===== config.mk =====
export PLATFORM = sky130hd
export DESIGN_NAME = led_piso_tx
export DESIGN_NICKNAME = d
export VERILOG_FILES = /design/src/rtl/led_piso_tx.sv
export SDC_FILE = /design/constraint.sdc
export NUM_CORES = 1
export LEC_CHECK = 0
export ABC_AREA = 1
export BUFFER_PORTS_ARGS = -buffer_cell sky130_fd_sc_hd__buf_2
export CAP_MARGIN = 40
export CORE_MARGIN = 5
export CORE_UTILIZATION = 40
export CTS_CLUSTER_SIZE = 14
export DETAILED_ROUTE_END_ITERATION = 8
export HOLD_SLACK_MARGIN = 0.02
export SLEW_MARGIN = 20
export SYNTH_ARGS = -nofsm -noshare
export SYNTH_HDL_FRONTEND = slang
export SYNTH_SLANG_ARGS = --single-unit

===== constraint.sdc =====
create_clock -name clk -period 1.8 [get_ports clk]
set_input_delay 0.27 -clock clk [delete_from_list [all_inputs] [get_ports clk]]
set_output_delay 0.27 -clock clk [all_outputs]
set_load 0.1 [all_outputs]

===== src/rtl/led_piso_tx.sv =====
// Parallel-in/serial-out LED shift transmitter with a built-in bit-rate prescaler.
// A word is loaded in IDLE and shifted out one bit every DIV clocks, LSB- or MSB-first.
module led_piso_tx #(
  parameter int WIDTH = 8,
  parameter int DIV   = 50_000_000
) (
  input  logic             clk,
  input  logic             rst_n,
  input  logic             lr,
  input  logic             load,
  input  logic [WIDTH-1:0] d_in,
  output logic             s_out,
  output logic             s_valid,
  output logic             busy,
  output logic             done,
  output logic [WIDTH-1:0] pending
);

  localparam int CW = (DIV > 1) ? $clog2(DIV) : 1;
  localparam int BW = $clog2(WIDTH);

  typedef enum logic [1:0] {IDLE, SHIFT, DONE} state_t;

  state_t           state, state_next;
  logic [WIDTH-1:0] shreg, shreg_next;
  logic [BW-1:0]    bit_cnt, bit_cnt_next;
  logic [CW-1:0]    div_cnt, div_cnt_next;
  logic             dir, dir_next;
  logic             tick;

  assign tick    = (div_cnt == CW'(DIV - 1));
  assign pending = shreg;

  // NOTE: sequential state uses non-blocking assignments so every register
  // samples the pre-edge values; the reset clears the whole datapath.
  always_ff @(posedge clk) begin
    if (!rst_n) begin
      state   <= IDLE;
      shreg   <= '0;
      bit_cnt <= '0;
      div_cnt <= '0;
      dir     <= 1'b0;
    end else begin
      state   <= state_next;
      shreg   <= shreg_next;
      bit_cnt <= bit_cnt_next;
      div_cnt <= div_cnt_next;
      dir     <= dir_next;
    end
  end

  // NOTE: every output of this block gets a default first so no latch is inferred.
  always_comb begin
    state_next   = state;
    shreg_next   = shreg;
    bit_cnt_next = bit_cnt;
    div_cnt_next = div_cnt;
    dir_next     = dir;
    s_out        = 1'b0;
    s_valid      = 1'b0;
    busy         = 1'b0;
    done         = 1'b0;

    case (state)
      IDLE: begin
        if (load) begin
          shreg_next   = d_in;
          dir_next     = lr;
          bit_cnt_next = '0;
          div_cnt_next = '0;
          state_next   = SHIFT;
        end
      end

      SHIFT: begin
        s_out   = dir ? shreg[0] : shreg[WIDTH-1];
        s_valid = 1'b1;
        busy    = 1'b1;
        if (tick) begin
          div_cnt_next = '0;
          // The last bit leaves shreg untouched so pending still shows it in DONE.
          if (bit_cnt == BW'(WIDTH - 1)) begin
            state_next = DONE;
          end else begin
            bit_cnt_next = bit_cnt + 1'b1;
            shreg_next   = dir ? {1'b0, shreg[WIDTH-1:1]} : {shreg[WIDTH-2:0], 1'b0};
          end
        end else begin
          div_cnt_next = div_cnt + 1'b1;
        end
      end

      DONE: begin
        done       = 1'b1;
        state_next = IDLE;
      end

      default: state_next = IDLE;
    endcase
  end

endmodule


==> tab_implementation.tex <==
\begin{tabular}{lr}
\hline
Metric & Value \\
\hline
\multicolumn{2}{l}{\textbf{Final layout}} \\
\quad Area delta synth->final & 28.3\% \\
\quad Layout cells sized above 1 & 22.4\% \\
\quad Register area & 806 sq um \\
\quad Number of inserted diodes & 0 \\
\quad Layout filler cell count & 655 \\
\quad Total area of multi-input combinational cells & 1620 sq um \\
\quad Final Net Count & 505 \\
\quad Filler-free cell count of the finished design & 568 \\
\multicolumn{2}{l}{\textbf{Timing}} \\
\quad Time the final worst path needs with I/O delays and setup & 1.71 ns \\
\quad Slew of the pin with the lowest slew margin & 0.605 ns \\
\quad RSZ-0062 raised after global routing & false \\
\quad Setup slack of the critical path after layout & 0.0881 ns \\
\quad Fmax & 584 MHz \\
\quad Slew headroom & 59.6\% \\
\quad Final hold viol count & 0 \\
\quad \# setup viols final & 0 \\
\quad Final Max Tran Viols & 0 \\
\quad Clock Skews & 0.00253 ns \\
\quad Portion of the clock cycle consumed by the worst path in the final layout & 95.1\% \\
\multicolumn{2}{l}{\textbf{CTS}} \\
\quad CTS HTree Levels & 2 \\
\quad Clock tree from TritonCTS & yes \\
\quad CTS sink cnt & 40 \\
\quad Count of hold-fix buffers inserted at cts & 0 \\
\quad Root Buffer & sky130\_fd\_sc\_hd\_\_clkbuf\_8 \\
\quad Largest buffer count on any clock path & 2 \\
\quad CTS clock-pin slew for the worst setup and hold paths & 0.08 ns \\
\quad Number of clock buffers inserted by TritonCTS & 5 \\
\quad Clock Latency Late Sink & 0.30 ns \\
\multicolumn{2}{l}{\textbf{Logic synthesis}} \\
\quad Leading post-synthesis cells by instance count & sky130\_fd\_sc\_hd\_\_nand2\_1, sky130\_fd\_sc\_hd\_\_nor2\_1, sky130\_fd\_sc\_hd\_\_inv\_1 \\
\quad Synth Register Bits & 40 \\
\quad Number of enable flip-flop cells after synthesis & 0 \\
\quad Dominant cell type by area after synthesis & sky130\_fd\_sc\_hd\_\_dfxtp\_1 \\
\quad Synthesized Nets & 442 \\
\quad Number of distinct library cells after synthesis & 32 \\
\quad Number of instances in the synthesized netlist & 427 \\
\quad Combinational family with the most area after synthesis & simple AND/OR/NAND/NOR gates \\
\quad Leading cell types by total area after synthesis & sky130\_fd\_sc\_hd\_\_dfxtp\_1, sky130\_fd\_sc\_hd\_\_nand2\_1, sky130\_fd\_sc\_hd\_\_nor2\_1, sky130\_fd\_sc\_hd\_\_inv\_1, sky130\_fd\_sc\_hd\_\_a21oi\_1 \\
\quad Cell area after synthesis & 2620 sq um \\
\quad Fraction of the mapped netlist area in compound gates & 10.6\% \\
\quad Number of warnings printed during yosys synthesis & 0 \\
\quad Most common cell in the netlist & sky130\_fd\_sc\_hd\_\_nand2\_1 \\
\quad Mean area per synthesized cell & 6.13 sq um \\
\quad Async set-reset flop share out of synthesis & 0\% \\
\quad Seq/Total Area, Yosys & 30.6\% \\
\quad Area share of the largest cell type after synthesis & 30.6\% \\
\quad Primary FF master, synth & sky130\_fd\_sc\_hd\_\_dfxtp\_1 \\
\quad Synth Area in Simple Gates & 44.0\% \\
\quad Portion of netlist area occupied by mux cells & 0\% \\
\quad Post-Synth XOR/XNOR Area & 3.01\% \\
\quad Share of synthesized cell area in full adder, half adder and majority cells & 1.43\% \\
\multicolumn{2}{l}{\textbf{GRT}} \\
\quad Global router's overall resource usage & 17.2\% \\
\quad Vias in the first global route & 2539 \\
\quad Overall overflow remaining after global route & 0 \\
\quad Antenna violations before repair & 0 \\
\quad Global-route wire length before repair & 11900 um \\
\quad Pin count of the biggest net entering global routing & 18 \\
\multicolumn{2}{l}{\textbf{Floorplanning}} \\
\quad Horizontal extent of the die & 90.9 um \\
\quad Core ar. & 6350 sq um \\
\quad Area of the die & 8260 sq um \\
\quad Ports & 24 \\
\quad Standard-cell rows & 29 \\
\quad Initial core utilization & 41.2\% \\
\quad Die span in y & 90.9 um \\
\multicolumn{2}{l}{\textbf{Critical path}} \\
\quad Max stage delay on crit path & 0.36 ns \\
\quad List of cells traversed by the critical path & inv\_2 -> nor2\_8 -> buf\_8 -> o21ai\_1 -> a21oi\_4 -> buf\_12 \\
\quad Type of origin of the critical path & flip-flop \\
\quad Cell with the biggest individual delay on the critical path & sky130\_fd\_sc\_hd\_\_dfxtp\_2 \\
\quad Kind of end point of the critical path & output port \\
\quad Worst Path Arrival & 1.44 ns \\
\quad Classification of the worst setup path & reg2out \\
\quad Largest fanout of any net on the critical path & 5 \\
\quad Crit path required time & 1.53 ns \\
\multicolumn{2}{l}{\textbf{Routing}} \\
\quad DRT antenna net count & 0 \\
\quad Number of DRC violations after detailed-routing iteration 0 & 141 \\
\quad Detailed-router iteration count before antenna repair & 4 \\
\quad Vias per std cell & 4.82 \\
\quad Post-detailed-route wirelength per cell & 12.1 um \\
\quad Wire length after detailed routing & 6890 um \\
\quad Routed via count & 2739 \\
\quad DRC Markers & 0 \\
\multicolumn{2}{l}{\textbf{Power and ir drop}} \\
\quad Worst IR drop on VDD & 547 uV \\
\quad Power Density & 893 nW/um\^{}2 \\
\quad Leakage power figure & 1.44 nW \\
\quad Sum of internal, switching and leakage power & 3.00 mW \\
\multicolumn{2}{l}{\textbf{Run}} \\
\quad Max-cap violations & 0 \\
\multicolumn{2}{l}{\textbf{Run status}} \\
\quad Status & finished, final reports clean \\
\multicolumn{2}{l}{\textbf{Placed design}} \\
\quad HPWL after detailed placement & 5120 um \\
\quad Number of cells after detailed placement & 551 \\
\quad RePlAce Congestion & 0.855 \\
\quad Pre-CTS setup slack & 0.0141 ns \\
\quad Number of input and output port buffers inserted & 23 \\
\multicolumn{2}{l}{\textbf{Worst hold path}} \\
\quad Worst Hold Class & in2reg \\
\hline
\end{tabular}
## power by group
group          internal [mW]  leakage, nW  switching, mW
Clock                  0.490       0.0645          0.339
Combinational          0.331         1.05          0.825
Sequential             0.958        0.327         0.0565
## cells by family (layout without fill, tap and decap cells)
family,Yosys count,count (layout)
xor gates and xnor gates,9,9
buffers and inverters,65,128
adders and majority gates,3,3
DFF,40,40
and+or+nand+nor,258,259
AOI/OAI and AO/OA,52,52
## layer usage
layer | vias up | track usage [%] | part of all wire (%)
li1 | 1472 | - | -
met1 | 1230 | 23.5 | 49
met2 | 32 | 27.8 | 46
met3 | 5 | 2.83 | 3.1
met4 | 0 | 4.89 | 1.2
met5 | - | 0 | 0
## final timing paths
kind	from	to	slack (ns)	cells after the start
max	state[0]	s_out	0.09	6
min	lr	dir	0.20	3
max reg2reg	div_cnt[0]	pending[3]	0.15	12
min reg2reg	div_cnt[25]	div_cnt[25]	0.51	2
## flip-flops by register name, summed over array words and instances (netlist names)
name,flops
bit_cnt,3
dir,1
div_cnt,26
pending,8
state,2
## stage by stage
stage | cell area (sq um) | util [%] | hold WS (ns) | setup TNS [ns]
after floorplan | 2640 | - | 0.412 | -0.204
after global placement | 3080 | 48.5 | 0.492 | -3.57
after detailed placement | 3100 | 48.8 | 0.495 | 0
after CTS | 3250 | 51.2 | 0.204 | 0
after global routing | 3360 | 52.9 | 0.246 | 0
final | 3360 | 52.9 | 0.204 | 0
## timing repair
item	in CTS	in global routing
gates cloned	1	0
setup buffers	0	8
resized for setup	4	12
setup endpoints to repair	2	25
pin swaps	0	2
## area by class of cell
class | count | share of cell area (%)
well taps | 77 | 2.87
flip-flops and latches | 40 | 24.0
inverters | 53 | 6.00
repair buffers | 67 | 15.1
clock inverters | 1 | 0.895
clock buffers | 7 | 2.87
multi-input cells | 323 | 48.2
## cell usage in the layout, fill, tap and decap left out, types with 6 or more instances in the layout
master / netlist / final
sky130_fd_sc_hd__nor2_1: 64 / 60
sky130_fd_sc_hd__buf_4: 1 / 42
sky130_fd_sc_hd__nand4_1: 13 / 13
sky130_fd_sc_hd__a21oi_1: 27 / 26
sky130_fd_sc_hd__clkbuf_8: 0 / 7
sky130_fd_sc_hd__dfxtp_1: 40 / 36
sky130_fd_sc_hd__inv_1: 50 / 50
sky130_fd_sc_hd__nand3_1: 24 / 24
sky130_fd_sc_hd__nor2_4: 3 / 6
sky130_fd_sc_hd__nand2_1: 127 / 127
sky130_fd_sc_hd__xor2_1: 8 / 8
sky130_fd_sc_hd__o21ai_0: 18 / 17
sky130_fd_sc_hd__buf_2: 3 / 19
sky130_fd_sc_hd__nand2_2: 11 / 9
## critical path: cells and delay by family, from the launching register on
| kind | cells | cell delay, ns |
|---|---|---|
| compound gates | 2 | 0.25 |
| buf+inv | 3 | 0.38 |
| simple gates | 1 | 0.14 |
| flops | 1 | 0.36 |
(Power assumes the default switching activity.)
